**config.mk**
```make
export PLATFORM = sky130hd
export DESIGN_NAME = change_payout_ctrl_flat
export DESIGN_NICKNAME = d
export VERILOG_FILES = /design/src/rtl/change_payout_ctrl_if.sv /design/src/rtl/change_payout_ctrl.sv /design/src/flat_wrapper.sv
export SDC_FILE = /design/constraint.sdc
export NUM_CORES = 1
export LEC_CHECK = 0
export ABC_CLOCK_PERIOD_IN_PS = 6200
export CAP_MARGIN = 20
export CORE_ASPECT_RATIO = 0.8
export CORE_UTILIZATION = 45
export CTS_CLUSTER_SIZE = 24
export DETAILED_ROUTE_END_ITERATION = 6
export PLACE_DENSITY = 0.71
export SLEW_MARGIN = 20
export SYNTH_ARGS = -nofsm -noshare
export SYNTH_HDL_FRONTEND = slang
export SYNTH_SLANG_ARGS = --single-unit
```
**constraint.sdc**
```tcl
create_clock -name clk -period 6.2 [get_ports clk]
set_input_delay 0.62 -clock clk [delete_from_list [all_inputs] [get_ports clk]]
set_output_delay 0.62 -clock clk [all_outputs]
set_load 0.03 [all_outputs]
```
**src/rtl/change_payout_ctrl_if.sv**
```systemverilog
// Coin hopper eject handshake: the controller drives req/sel and the hopper answers with ack.
interface change_payout_ctrl_if;
  logic       eject_req;
  logic [1:0] eject_sel;
  logic       eject_ack;

  modport master (output eject_req, output eject_sel, input eject_ack);
  modport slave  (input eject_req, input eject_sel, output eject_ack);
endinterface

```
**src/rtl/change_payout_ctrl.sv**
```systemverilog
// Change/refund payout sequencer: greedy hi/mid/lo coin decomposition with per-tube inventory.
// Optional eject-ack timeout with operator-cleared FAULT state: define CHANGE_PAYOUT_TIMEOUT_EN.
//
// state    | meaning
// IDLE     | waiting for start, remaining/short hold last result
// SELECT   | pick largest affordable stocked coin, or finish
// EJECT    | eject_req held until hopper ack
// DONE     | one-cycle done pulse, short valid
// FAULT    | ack timed out, frozen until start clears (timeout build only)
module change_payout_ctrl #(
  parameter int W          = 8,
  parameter int INV_W      = 6,
  parameter int DEN_HI     = 10,
  parameter int DEN_MID    = 5,
  parameter int DEN_LO     = 1,
  parameter int INIT_INV   = 8,
  parameter int LOW_THRESH = 2
`ifdef CHANGE_PAYOUT_TIMEOUT_EN
  , parameter int TIMEOUT  = 64
`endif
) (
  input  logic                      clk,
  input  logic                      rst_n,
  change_payout_ctrl_if.master      ej,
  input  logic                      start_i,
  input  logic [W-1:0]              change_amt_i,
  input  logic                      refill_i,
  input  logic [1:0]                refill_sel_i,
  output logic                      busy_o,
  output logic                      done_o,
  output logic                      short_o,
  output logic [W-1:0]              remaining_o,
  output logic [INV_W-1:0]          inv_hi_o,
  output logic [INV_W-1:0]          inv_mid_o,
  output logic [INV_W-1:0]          inv_lo_o,
  output logic                      low_stock_o
);

  localparam logic [1:0]       SEL_LO   = 2'b01;
  localparam logic [1:0]       SEL_MID  = 2'b10;
  localparam logic [1:0]       SEL_HI   = 2'b11;
  localparam logic [W-1:0]     DHI      = W'(DEN_HI);
  localparam logic [W-1:0]     DMID     = W'(DEN_MID);
  localparam logic [W-1:0]     DLO      = W'(DEN_LO);
  localparam logic [INV_W-1:0] INV_INIT = INV_W'(INIT_INV);
  localparam logic [INV_W-1:0] INV_MAX  = {INV_W{1'b1}};
  localparam logic [INV_W-1:0] LOW_LIM  = INV_W'(LOW_THRESH);

  typedef enum logic [2:0] {
    S_IDLE,
    S_SELECT,
    S_EJECT,
    S_DONE
`ifdef CHANGE_PAYOUT_TIMEOUT_EN
    , S_FAULT
`endif
  } state_t;

  state_t           state_q, state_d;
  logic             req_q, req_d;
  logic [1:0]       sel_q, sel_d;
  logic             busy_q, busy_d;
  logic             done_q, done_d;
  logic             short_q, short_d;
  logic [W-1:0]     rem_q, rem_d;
  logic [INV_W-1:0] inv_hi_q, inv_hi_d;
  logic [INV_W-1:0] inv_mid_q, inv_mid_d;
  logic [INV_W-1:0] inv_lo_q, inv_lo_d;
  logic             dec_hi, dec_mid, dec_lo;
  logic [W-1:0]     den_cur;

`ifdef CHANGE_PAYOUT_TIMEOUT_EN
  localparam int TW = $clog2(TIMEOUT + 1);
  logic [TW-1:0] tmo_q, tmo_d;
`endif

  // A refill and an eject on the same tube in the same cycle cancel out.
  function automatic logic [INV_W-1:0] inv_next(input logic [INV_W-1:0] cur,
                                                input logic add, input logic sub);
    logic [INV_W-1:0] r;
    r = cur;
    if (add && !sub) begin
      r = (cur == INV_MAX) ? cur : cur + INV_W'(1);
    end else if (sub && !add) begin
      r = cur - INV_W'(1);
    end
    return r;
  endfunction

  always_comb begin
    case (sel_q)
      SEL_HI:  den_cur = DHI;
      SEL_MID: den_cur = DMID;
      default: den_cur = DLO;
    endcase
  end

  always_comb begin
    state_d = state_q;
    req_d   = req_q;
    sel_d   = sel_q;
    busy_d  = busy_q;
    done_d  = 1'b0;
    short_d = short_q;
    rem_d   = rem_q;
    dec_hi  = 1'b0;
    dec_mid = 1'b0;
    dec_lo  = 1'b0;
`ifdef CHANGE_PAYOUT_TIMEOUT_EN
    tmo_d   = tmo_q;
`endif
    case (state_q)
      S_IDLE: begin
        if (start_i) begin
          rem_d   = change_amt_i;
          busy_d  = 1'b1;
          state_d = S_SELECT;
        end
      end
      S_SELECT: begin
        if (rem_q >= DHI && inv_hi_q != '0) begin
          sel_d   = SEL_HI;
          req_d   = 1'b1;
          state_d = S_EJECT;
        end else if (rem_q >= DMID && inv_mid_q != '0) begin
          sel_d   = SEL_MID;
          req_d   = 1'b1;
          state_d = S_EJECT;
        end else if (rem_q >= DLO && inv_lo_q != '0) begin
          sel_d   = SEL_LO;
          req_d   = 1'b1;
          state_d = S_EJECT;
        end else begin
          done_d  = 1'b1;
          short_d = (rem_q != '0);
          state_d = S_DONE;
        end
`ifdef CHANGE_PAYOUT_TIMEOUT_EN
        tmo_d = TW'(TIMEOUT - 1);
`endif
      end
      S_EJECT: begin
        if (ej.eject_ack) begin
          rem_d   = rem_q - den_cur;
          dec_hi  = (sel_q == SEL_HI);
          dec_mid = (sel_q == SEL_MID);
          dec_lo  = (sel_q == SEL_LO);
          req_d   = 1'b0;
          state_d = S_SELECT;
        end
`ifdef CHANGE_PAYOUT_TIMEOUT_EN
        else if (tmo_q == '0) begin
          req_d   = 1'b0;
          state_d = S_FAULT;
        end else begin
          tmo_d = tmo_q - TW'(1);
        end
`endif
      end
      S_DONE: begin
        busy_d  = 1'b0;
        state_d = S_IDLE;
      end
`ifdef CHANGE_PAYOUT_TIMEOUT_EN
      S_FAULT: begin
        // start here is an operator clear only, not a new payout
        if (start_i) begin
          done_d  = 1'b1;
          short_d = 1'b1;
          state_d = S_DONE;
        end
      end
`endif
      default: state_d = S_IDLE;
    endcase

    inv_hi_d  = inv_next(inv_hi_q,  refill_i && refill_sel_i == SEL_HI,  dec_hi);
    inv_mid_d = inv_next(inv_mid_q, refill_i && refill_sel_i == SEL_MID, dec_mid);
    inv_lo_d  = inv_next(inv_lo_q,  refill_i && refill_sel_i == SEL_LO,  dec_lo);
  end

  always_ff @(posedge clk or negedge rst_n) begin
    if (!rst_n) begin
      state_q   <= S_IDLE;
      req_q     <= 1'b0;
      sel_q     <= 2'b00;
      busy_q    <= 1'b0;
      done_q    <= 1'b0;
      short_q   <= 1'b0;
      rem_q     <= '0;
      inv_hi_q  <= INV_INIT;
      inv_mid_q <= INV_INIT;
      inv_lo_q  <= INV_INIT;
`ifdef CHANGE_PAYOUT_TIMEOUT_EN
      tmo_q     <= '0;
`endif
    end else begin
      state_q   <= state_d;
      req_q     <= req_d;
      sel_q     <= sel_d;
      busy_q    <= busy_d;
      done_q    <= done_d;
      short_q   <= short_d;
      rem_q     <= rem_d;
      inv_hi_q  <= inv_hi_d;
      inv_mid_q <= inv_mid_d;
      inv_lo_q  <= inv_lo_d;
`ifdef CHANGE_PAYOUT_TIMEOUT_EN
      tmo_q     <= tmo_d;
`endif
    end
  end

  assign ej.eject_req = req_q;
  assign ej.eject_sel = sel_q;
  assign busy_o       = busy_q;
  assign done_o       = done_q;
  assign short_o      = short_q;
  assign remaining_o  = rem_q;
  assign inv_hi_o     = inv_hi_q;
  assign inv_mid_o    = inv_mid_q;
  assign inv_lo_o     = inv_lo_q;
  assign low_stock_o  = (inv_hi_q <= LOW_LIM) || (inv_mid_q <= LOW_LIM) || (inv_lo_q <= LOW_LIM);

endmodule

```
**src/flat_wrapper.sv**
```systemverilog
// flat-port wrapper written by rule: the top's interface ports become plain ports
module change_payout_ctrl_flat 
#(
  parameter int W          = 8,
  parameter int INV_W      = 6,
  parameter int DEN_HI     = 10,
  parameter int DEN_MID    = 5,
  parameter int DEN_LO     = 1,
  parameter int INIT_INV   = 8,
  parameter int LOW_THRESH = 2

)
  (clk, rst_n, start_i, change_amt_i, refill_i, refill_sel_i, busy_o, done_o, short_o, remaining_o, inv_hi_o, inv_mid_o, inv_lo_o, low_stock_o, ej_eject_req, ej_eject_sel, ej_eject_ack);
  change_payout_ctrl_if ej_i ();
  input  logic clk;
  input  logic rst_n;
  input  logic start_i;
  input  logic [W-1:0] change_amt_i;
  input  logic refill_i;
  input  logic [1:0] refill_sel_i;
  output logic busy_o;
  output logic done_o;
  output logic short_o;
  output logic [W-1:0] remaining_o;
  output logic [INV_W-1:0] inv_hi_o;
  output logic [INV_W-1:0] inv_mid_o;
  output logic [INV_W-1:0] inv_lo_o;
  output logic low_stock_o;
  output wire logic [$bits(ej_i.eject_req)-1:0] ej_eject_req;
  output wire logic [$bits(ej_i.eject_sel)-1:0] ej_eject_sel;
  input wire logic [$bits(ej_i.eject_ack)-1:0] ej_eject_ack;
  assign ej_eject_req = ej_i.eject_req;
  assign ej_eject_sel = ej_i.eject_sel;
  assign ej_i.eject_ack = ej_eject_ack;
  change_payout_ctrl #(.W(W), .INV_W(INV_W), .DEN_HI(DEN_HI), .DEN_MID(DEN_MID), .DEN_LO(DEN_LO), .INIT_INV(INIT_INV), .LOW_THRESH(LOW_THRESH)) u_core (.clk(clk), .rst_n(rst_n), .ej(ej_i), .start_i(start_i), .change_amt_i(change_amt_i), .refill_i(refill_i), .refill_sel_i(refill_sel_i), .busy_o(busy_o), .done_o(done_o), .short_o(short_o), .remaining_o(remaining_o), .inv_hi_o(inv_hi_o), .inv_mid_o(inv_mid_o), .inv_lo_o(inv_lo_o), .low_stock_o(low_stock_o));
endmodule
```
# Word-level counts from Yosys, hierarchy flattened

Index checks and enable logic that the tools add are counted.

Bits in registers: 35
Input bits: 15
Output and inout bits: 33
Logic and storage cells: 124

$add $sub $neg: 7
Order comparisons: 6
Eq/ne operators: 18
Mux-type cells: 39
Bitwise logic cells: 3
Reductions and logical operators: 41

Operators with widths:

| operator                                                                         | number |
|---|---|
| 6-bit 2-to-1 mux                                                                 | 9 |
| 6-bit by 1-bit adder with 6-bit output, second input constant                    | 3 |
| 6-bit == test, second input constant                                             | 3 |
| 6-bit by 2-bit less-or-equal comparator with 1-bit output, second input constant | 3 |
| 6-bit nonzero test                                                               | 3 |
| 6-bit by 1-bit subtractor with 6-bit output, second input constant               | 3 |
| 1-bit 2-to-1 mux                                                                 | 16 |
| 8-bit 2-to-1 mux                                                                 | 2 |
| 8-bit case mux with 2 select lines                                               | 1 |
| 1-bit logical AND                                                                | 12 |
| 3-bit 2-to-1 mux                                                                 | 4 |
| 2-bit AND reduction                                                              | 6 |
| 2-bit nonzero test                                                               | 6 |
| 2-bit inequality test, second input constant                                     | 5 |
| 3-bit case mux with 3 select lines                                               | 1 |
| 2-bit == test, second input constant                                             | 4 |
| 8-bit by 1-bit >= comparator with 1-bit output, second input constant            | 1 |
| 8-bit by 3-bit >= comparator with 1-bit output, second input constant            | 1 |
| 8-bit by 4-bit >= comparator with 1-bit output, second input constant            | 1 |
| 4-bit case mux with 2 select lines                                               | 1 |
| 8-bit nonzero test                                                               | 1 |
| 8-bit by 4-bit subtractor with 8-bit output                                      | 1 |
| 3-bit by 2-bit == test with 1-bit output, second input constant                  | 2 |
| 1-bit logical NOT                                                                | 6 |
| other kinds (11)                                                                 | 19 |

# Depth between registers and ports, before layout

Gate-level depths: netlist of run 1.

Word-level depth: 7
Gate-level depth with buffers: 12
Depth with buffers taken out: 12

# Least setup slack after synthesis of run 1

No wires, ideal clock.

Kind: register to register
Start: register u_core.state_q[0]
End: register u_core.inv_hi_q[5], in the netlist u_core.inv_hi_o[5]
Setup time: 0.080 ns
Data arrival time: 2.336 ns
Data required time: 6.120 ns
Path slack: 3.784 ns
Cell stages (with the launch flop): 11
Path buffers: 0
Period minus slack after synthesis: 2.416 ns
Cell sequence: dfrtp_1 inv_1 ha_1 and4_1 or2_1 ha_1 a211oi_1 o21bai_1 a21oi_1 mux2i_1 xor2_1

Longest elaborated chain between the ends: 6
Elaborated cells on any way between the ends: 9
Classes of those cells: eq/ne (2); mux (2); reduce/logical (5)

Ends and longest elaborated chain:

| element                                                                      | RTL line                  | RTL |
|---|---|---|
| start: declaration                                                           | change_payout_ctrl.sv:59  | `state_t state_q, state_d;` |
| start signal: assignment                                                     | change_payout_ctrl.sv:198 | `state_q <= state_d;` |
| 3-bit by 2-bit == test with 1-bit output (*)                                 | change_payout_ctrl.sv:112 | `case (state_q)` |
| 1-bit 2-to-1 mux (*)                                                         | change_payout_ctrl.sv:112 |  |
| 1-bit logical NOT                                                            | change_payout_ctrl.sv:82  | `if (add && !sub) begin` |
| 1-bit logical AND                                                            | change_payout_ctrl.sv:82  |  |
| 2-bit inequality test (no source line) or 2-bit nonzero test (tied branches) | n/a                       |  |
| 2-bit AND reduction (no source line)                                         | n/a                       |  |
| end signal: assignment                                                       | change_payout_ctrl.sv:205 | `inv_hi_q <= inv_hi_d;` |
| end: declaration                                                             | change_payout_ctrl.sv:66  | `logic [INV_W-1:0] inv_hi_q, inv_hi_d;` |

Mark *: on every way between the ends. The rest lies on a longest branch, timed or not.
A chain may end at the register's enable or synchronous reset.

# Final worst setup path of run 1

Start: register u_core.state_q[0]
End: register u_core.inv_lo_q[5], in the netlist u_core.inv_lo_o[5]

Longest elaborated chain between the ends: 6
Elaborated cells on any way between the ends: 9
Classes of those cells: eq/ne (2); mux (2); reduce/logical (5)

Ends and longest elaborated chain:

| element                                                                      | RTL line                  | RTL |
|---|---|---|
| 3-bit by 2-bit == test with 1-bit output (*)                                 | change_payout_ctrl.sv:112 |  |
| 1-bit 2-to-1 mux (*)                                                         | change_payout_ctrl.sv:112 |  |
| 1-bit logical NOT                                                            | change_payout_ctrl.sv:82  |  |
| 1-bit logical AND                                                            | change_payout_ctrl.sv:82  |  |
| 2-bit inequality test (no source line) or 2-bit nonzero test (tied branches) | n/a                       |  |
| 2-bit AND reduction (no source line)                                         | n/a                       |  |
| end signal: assignment                                                       | change_payout_ctrl.sv:207 | `inv_lo_q <= inv_lo_d;` |
| end: declaration                                                             | change_payout_ctrl.sv:68  | `logic [INV_W-1:0] inv_lo_q, inv_lo_d;` |

Marked as above.

==> metrics.txt, run 1 <==
r2r endpoint u_core.inv_lo_o[5]; register area around 850 um^2; CP arrival approximately 3300 ps; All-Layer GR Usage a little over a fifth; synth cell count leaders dfrtp_1, a21oi_1, nand2_1, ha_1, inv_1; clock tree buffer depth 2; clk sink count 34; Hold Path Class reg -> reg; final hold vios 0; Synthesized Nets around 300; Post-synth EDFFs 0; Remaining DRCs 4; Routed Antenna Nets 0; post-synthesis cell count 262; VDD IR max approximately 280 uV; post-place setup slack 3140 ps; Fmax between 0.3 and 0.4 GHz; initial antenna violation count 0; Hold-fix buffers, CTS 0; setup ws final ~3100 ps; crit path time final between 3000 and 4000 ps; number of top-level pins 48; Worst-Skew Late Latency just under 300 ps; core area 5150 um^2; GP Congestion 0.875; share of layout cells above drive strength 1 about 6.6%; top-count cell post-synth dfrtp_1; full die area roughly 5800 um^2; Inserted Diodes 0; Yosys top cell area share a little under a third; Netlist Area Pre-Place between 2000 and 2500 um^2; global-route wire length before repair 9330 um; Main synth FF type dfrtp_1; DR vias just over 2000; Fill cells 453; Post-DP HPWL roughly 4100 um; final WL between 5000 and 6000 um; leak pwr 1.37 nW; WL/cell around 14 um; DR iter-0 viols roughly 160; post-synthesis sequential area ratio 34.6%; Max FO, Critical Path 15; area occupied by multi-input gates 1530 um^2; failing checks DRC; Hold Crit Endpoint u_core.short_o; Max-Cap Viols 0; PD cells approximately 600 nW/um^2; Clock Skew roughly 6.0 ps; ranking of synthesized cells by area dfrtp_1, ha_1, mux2_1; FF-to-FF path depth 10; Layout area overhead 26.7%; Hold Path Depth 1; setup TNS 0 ps; CTS tree yes; gr ovfl total 0; Clk pin slew, worst setup/hold paths about 70 ps; vias per cell between 5 and 6; H-tree Lvls 2; Slew Limit Headroom approximately 34%; Die Wd between 80 and 90 um; post-synthesis async set-or-reset flop share 100%; I/O Buffers between 40 and 50; outcome finished with violations; Slew @ Worst Pin 985 ps; CTS resizes 0; Yosys top cell by area dfrtp_1; startpoint of the worst hold path u_core.short_o; drt first pass iters 6; Rows 23; Final Cycle Share between 40% and 50%; critical path class reg -> reg; Required @ worst endpoint about 6400 ps; Starting Density between 40 and 50%; vias in the first global route around 1900; post-CTS setup buffer count 0; R2R setup slack 3140 ps; height of the die just under 70 um; CP Launch Type flip-flop; cts bufs inserted 5; Final nets between 300 and 400; largest net degree at the start of global routing 35; Syn. warnings 0; syn avg cell area 9.42 um^2; Synth Register Bits 34; Synth cell types between 40 and 50; Crit. End Element flip-flop; reg2reg start u_core.state_q[0]; Slew Limit Fails 0; RSZ-0062 raised after global routing no; Root Driver clkbuf_8; Final Setup Violations 0
[cell families after synthesis]
group	synth area share, %
flops	34.6
fa+ha+maj	13.9
compound gates	18.0
simple gates	15.2
xor+xnor	5.68
buf+inv	3.50
mux	9.12
[per-stage QoR]
step / util [%] / hold slack (ps) / power, mW / cell area, um^2 / cells
after detailed placement: 58.6 / 491 / 1.65 / 3020 / 370
after floorplan: - / 324 / 1.28 / 2470 / 262
after CTS: 60.7 / 513 / 1.86 / 3130 / 378
final: 60.7 / 505 / 1.85 / 3130 / 378
after global placement: 58.6 / 479 / 1.63 / 3020 / 370
after global routing: 60.7 / 544 / 2.01 / 3130 / 378
[area by class of cell]
| class | instances | area share, % |
|---|---|---|
| Multi-Input combinational cell | 205 | 48.9 |
| Sequential cell | 34 | 27.3 |
| Timing Repair Buffer | 48 | 15.3 |
| Clock buffer | 8 | 3.52 |
| Inverter | 21 | 2.52 |
| Tap cell | 62 | 2.48 |
[state kept, by name (all words and copies together) (netlist names)]
signal,count
u_core.ej.eject_sel,2
u_core.inv_hi_o,6
u_core.remaining_o,8
u_core.busy_o,1
u_core.inv_mid_o,6
u_core.done_o,1
u_core.state_q,2
u_core.short_o,1
u_core.ej.eject_req,1
u_core.inv_lo_o,6
[worst max-delay path, cell delays in order (launching register included)]
cell	delay (ps)
dfrtp_1	440
inv_1	100
ha_1	540
nand3_1	240
o21ai_1	400
ha_1	330
a211oi_1	240
o21bai_1	110
a21oi_1	190
mux2i_1	240
xor2_1	160
[where the power goes]
group	internal [mW]	switching, mW
Combinational	0.521	0.642
Sequential	0.335	0.156
Clock	0.112	0.0871
[layout by cell type (no fill, tap or decap), drive strengths merged, types with 2 or more instances in the layout]
cell type	instances
nand3	4
nand2	22
nand2b	2
o21a	2
or4	2
mux2i	9
o22ai	3
nor4	5
a21oi	24
nor2	19
ha	21
dfstp	3
clkdlybuf4s50	47
xnor2	12
inv	21
nor2b	4
fa	4
o21bai	3
mux2	12
nand4	5
a21o	9
o21ai	11
dfrtp	31
nor3	2
and4	2
o31ai	2
clkbuf	8
or2	5
xor2	4
a211oi	5
[worst max-delay path by stage]
| stage | from | to | slack [ps] | depth (start not counted) |
|---|---|---|---|---|
| floorplan | u_core.state_q[0] | u_core.inv_hi_o[5] | 3780 | 10 |
| global placement | ej_eject_ack | u_core.inv_hi_o[5] | 3150 | 9 |
| detailed placement | ej_eject_ack | u_core.inv_hi_o[5] | 3140 | 9 |
| CTS | u_core.state_q[0] | u_core.inv_lo_o[5] | 3140 | 10 |
| global route | u_core.state_q[0] | u_core.inv_lo_o[5] | 2910 | 10 |
| finish | u_core.state_q[0] | u_core.inv_lo_o[5] | 3140 | 10 |
[per-layer routing]
layer	GRT usage, %	up-vias	wire (um)	part of all wire (%)
met5	0	-	0	0
met4	6.99	0	31	0.57
met3	3.74	3	246	4.5
met2	31.1	53	2310	42
met1	30.7	962	2870	53
li1	-	1052	-	-
No activity file was read; power rests on OpenSTA's default activity.
==> inputs of run 2 (changes only) <==
- ABC_CLOCK_PERIOD_IN_PS: 6200 -> 3050
- clock period: 6.2 -> 3.05 ns (I/O delays scaled with it)
==> run 2 against run 1 <==
Routed wire length is 0.49% higher; sequential share of layout area is 0.13 points lower; clock skew is 0.97 ps lower; the run still ends with DRC left; flip-flop and latch count stayed put.
==> metrics.txt, run 2 (synthesis results as in run 1) <==
Hold Path Class in -> async; FF-to-FF path depth 10; Post-DP HPWL a little over 4000 um; Rows 23; Slew @ Worst Pin 553 ps; height of the die a little under 70 um; WL/cell between 10 and 15 um; I/O Buffers between 40 and 50; final WL between 5000 and 6000 um; setup TNS 0 ps; PD cells approximately 1200 nW/um^2; final hold vios 0; CTS tree yes; cts bufs inserted 5; Starting Density between 40% and 50%; Fill cells approximately 460; CP Launch Type flip-flop; RSZ-0062 raised after global routing no; Die Wd between 80 and 90 um; Largest register FFs 8; Layout area overhead 27.3%; reg2reg start u_core.state_q[0]; worst hold slack ~430 ps; post-CTS setup buffer count 0; Root Driver clkbuf_8; critical path class reg -> reg; R2R setup slack 390 ps; gr ovfl total 0; drt first pass iters 6; All-Layer GR Usage 20.5%; Final Cycle Share 87.3%; leak pwr around 1.4 nW; clock tree buffer depth 2; most frequent cells in the layout clkdlybuf4s50_1, dfrtp_1, a21oi_1; GP Congestion around 0.85; Slew Limit Headroom 62.8%; CP startpoint u_core.state_q[0]; Slew Limit Fails 0; CP arrival about 2900 ps; outcome finished with violations; Routed Antenna Nets 0; Final Setup Violations 0; largest net degree at the start of global routing 35; Required @ worst endpoint about 3300 ps; vias per cell between 5 and 6; Max FO, Critical Path 5; vias in the first global route around 1900; Fmax roughly 0.38 GHz; Max-Cap Viols 0; share of layout cells above drive strength 1 between 7 and 8%; Inserted Diodes 0; Clock Skew roughly 5 ps; initial antenna violation count 0; leading cell type in the layout, fill and taps excluded clkdlybuf4s50_1; global-route wire length before repair about 9100 um; core area between 5000 and 6000 um^2; failing checks DRC; DR vias 2096; Worst-Skew Late Latency approximately 290 ps; Final nets 357; clk sink count 34; CTS resizes 0; Hold-fix buffers, CTS 0; r2r endpoint u_core.inv_hi_o[5]; H-tree Lvls 2; DR iter-0 viols approximately 110; crit path time final 2660 ps; number of top-level pins 48; Pwr Total 3.79 mW; Crit. End Element flip-flop; Remaining DRCs 4; full die area 5790 um^2; Clk pin slew, worst setup/hold paths ~70 ps; VDD IR max a little under 600 uV
## run 2: metrics by stage
step           instance area [um^2]  worst slack, ps  instances  utilization (%)
2_1_floorplan                  2470              634        262                -
3_3_place_gp                   3030              320        372             58.9
3_5_place_dp                   3030              332        372             58.9
4_1_cts                        3140              390        380             61.0
5_1_grt                        3140              211        380             61.0
6_report                       3140              387        380             61.0
## run 2: routing by layer
layer / wire length (um) / GRT usage, % / part of all wire (%)
met5: 0 / 0 / 0
met3: 286 / 4.34 / 5.2
met4: 55 / 6.99 / 1.0
met1: 2820 / 29.1 / 51
met2: 2330 / 31.3 / 42
## run 2: how the worst max path moves through the flow
stage / depth (start not counted) / endpoint / slack (ps)
floorplan: 10 / u_core.inv_hi_o[5] / 630
global placement: 9 / u_core.inv_hi_o[5] / 320
detailed placement: 9 / u_core.inv_hi_o[5] / 330
CTS: 10 / u_core.inv_hi_o[5] / 390
global route: 10 / u_core.inv_hi_o[5] / 210
finish: 10 / u_core.inv_hi_o[5] / 390
## run 2: critical path: stages, from the launching register on
cell      delay, ps
dfrtp_1         440
inv_1           100
ha_1            260
and4_1          230
or2_1           300
ha_1            320
a211oi_1        250
o21bai_1        100
a21oi_1         210
mux2i_1         240
xor2_1          150
## run 2: cell type report
| class | count | area (um^2) | area share, % |
|---|---|---|---|
| clock buffer | 8 | 110 | 3.50 |
| timing repair buffer | 50 | 493 | 15.7 |
| tap | 62 | 77.6 | 2.47 |
| inverter | 21 | 78.8 | 2.51 |
| sequential | 34 | 855 | 27.2 |
| multi-input combinational | 205 | 1530 | 48.6 |
## run 2: where the power goes
group	leakage (nW)	switching (mW)	total (mW)	internal, mW
clock network	0.0575	0.174	0.402	0.228
registers	0.389	0.329	1.01	0.681
logic	0.935	1.31	2.38	1.07
total	1.38	1.81	3.79	1.98
==> inputs of run 3 (changes only) <==
- CAP_MARGIN: 20 -> unset
- CORE_MARGIN: unset -> 5
==> run 3 against run 2 <==
The flow now finishes without violations; total power grew 2.0%; worst hold slack gained 3.3 ps; sequential power is essentially flat; register-to-register slack improved by 40 ps; critical path depth did not move; largest power group unchanged.
==> metrics.txt, run 3 (synthesis results as in run 1) <==
outcome finished, final reports clean; share of layout cells above drive strength 1 6.94%; sequential share of power 26.0%; Worst path most repeated cell ha_1; I/O Buffers 47; Required @ worst endpoint 3260 ps; drt first pass iters 4; vias in the first global route 2055; CP delay by family, top compound AO/OA/AOI/OAI gates; Worst-Skew Late Latency about 280 ps; final WL around 5500 um; DR vias 2102; CTS tree yes; Inserted Diodes 0; Crit. End Element flip-flop; H-tree Lvls 2; CTS resizes 0; height of the die 76.2 um; Rows 24; Largest register FFs 8; leading cell type in the layout, fill and taps excluded clkdlybuf4s50_1; Internal Power 2.07 mW; RSZ-0062 raised after global routing no; clock power share approximately an eighth; PD cells 1220 nW/um^2; Remaining DRCs 0; Routed Antenna Nets 0; Max-Cap Viols 0; initial antenna violation count 0; gr ovfl total 0; Hold Path Class in -> async; sw frac between 40% and 50%; Slew Limit Headroom between 30% and 40%; Root Driver clkbuf_8; leak pwr 1.39 nW; setup ws final approximately 430 ps; vias per cell roughly 5.5; NetSw around 1.8 mW; global-route wire length before repair between 9000 and 10000 um; most frequent cells in the layout clkdlybuf4s50_1, dfrtp_1, a21oi_1; Final Cycle Share a little under nine tenths; Final Setup Violations 0; final hold vios 0; Crit-path slowest cell dfrtp_1; WL/cell 14.5 um; Layout area overhead 28.2%; Slew @ Worst Pin about 970 ps; Final nets around 360; Starting Density 45.9%; GP Congestion 0.840; Fmax 0.381 GHz; CP arrival between 2000 and 3000 ps; max incr delay on CP ~430 ps; number of top-level pins 48; core area between 5000 and 6000 um^2; Slew Limit Fails 0; combinational share of power between 60% and 70%; cts bufs inserted 5; CP Buf/Inv Count 1; Post-DP HPWL 4220 um; VDD IR max around 580 uV; critical path class reg -> reg; clk sink count 34; Clock Skew around 8.9 ps; clock tree buffer depth 2; All-Layer GR Usage between 15 and 20%; post-place setup slack roughly 320 ps; Die Wd 92.8 um; largest net degree at the start of global routing 35; CP Launch Type flip-flop; Clk pin slew, worst setup/hold paths about 80 ps; Max FO, Critical Path 5; DR iter-0 viols between 50 and 60; CP Cell Sequence inv_1 -> ha_1 -> nand3_1 -> o21ai_1 -> ha_1 -> a211oi_1 -> o21bai_1 -> a21oi_1 -> mux2i_1 -> xor2_1; post-CTS setup buffer count 0; crit path time final between 2000 and 3000 ps; Hold-fix buffers, CTS 0; setup TNS 0 ps; full die area 7080 um^2
run 3: power groups by stage:
stage	Combinational (mW)	Sequential, mW	Clock [mW]
6_report	2.36	1.01	0.503
3_3_place_gp	2.32	1.01	0
2_1_floorplan	1.29	1.32	0
3_5_place_dp	2.37	1.01	0
5_1_grt	2.61	1.06	0.538
4_1_cts	2.39	1.01	0.518
run 3: final timing paths:
check                                   from                    end  slack [ps]  cells after the start
setup / recovery           u_core.state_q[0]     u_core.inv_lo_o[5]         430                     10
hold / removal                         rst_n  u_core.remaining_o[1]         440                      2
setup reg to reg           u_core.state_q[0]     u_core.inv_lo_o[5]         430                     10
hold reg to reg               u_core.short_o         u_core.short_o         500                      1
max in group asynchronous              rst_n    u_core.inv_mid_o[3]        2260                      2
min in group clk              u_core.short_o         u_core.short_o         500                      1
run 3: per-layer routing:
layer  up-vias  GRT usage (%)  part of all wire (%)
li1       1059              -                     -
met1       999           22.1                    47
met2        44           26.8                    47
met3         0           3.55                   5.7
met4         0           2.49                     0
met5         -              0                     0
run 3: layout make-up:
cell class | count | area, um^2
multi-input combinational | 205 | 1530
clock buffer | 5 | 68.8
sequential | 34 | 855
tap | 65 | 81.3
inverter | 21 | 78.8
clock inverter | 3 | 68.8
fill | 485 | 2210
timing repair buffer | 49 | 485
run 3: worst reg2reg max path, delay by kind of cell, from the launching register on:
family	cells	cell delay, ps
simple gates	1	140
xor+xnor	1	180
compound gates	4	910
flops	1	430
buf+inv	1	100
mux	1	260
fa+ha+maj	2	530
run 3: through the flow:
stage                     util [%]  area [um^2]  hold slack (ps)  instances  power [mW]
after floorplan                  -         2470             9.41        262        2.61
after global placement        56.3         3030              485        374        3.33
after detailed placement      56.3         3030              489        374        3.38
after CTS                     58.9         3170              450        382        3.91
after global routing          58.9         3170              486        382        4.20
final                         58.9         3170              438        382        3.87
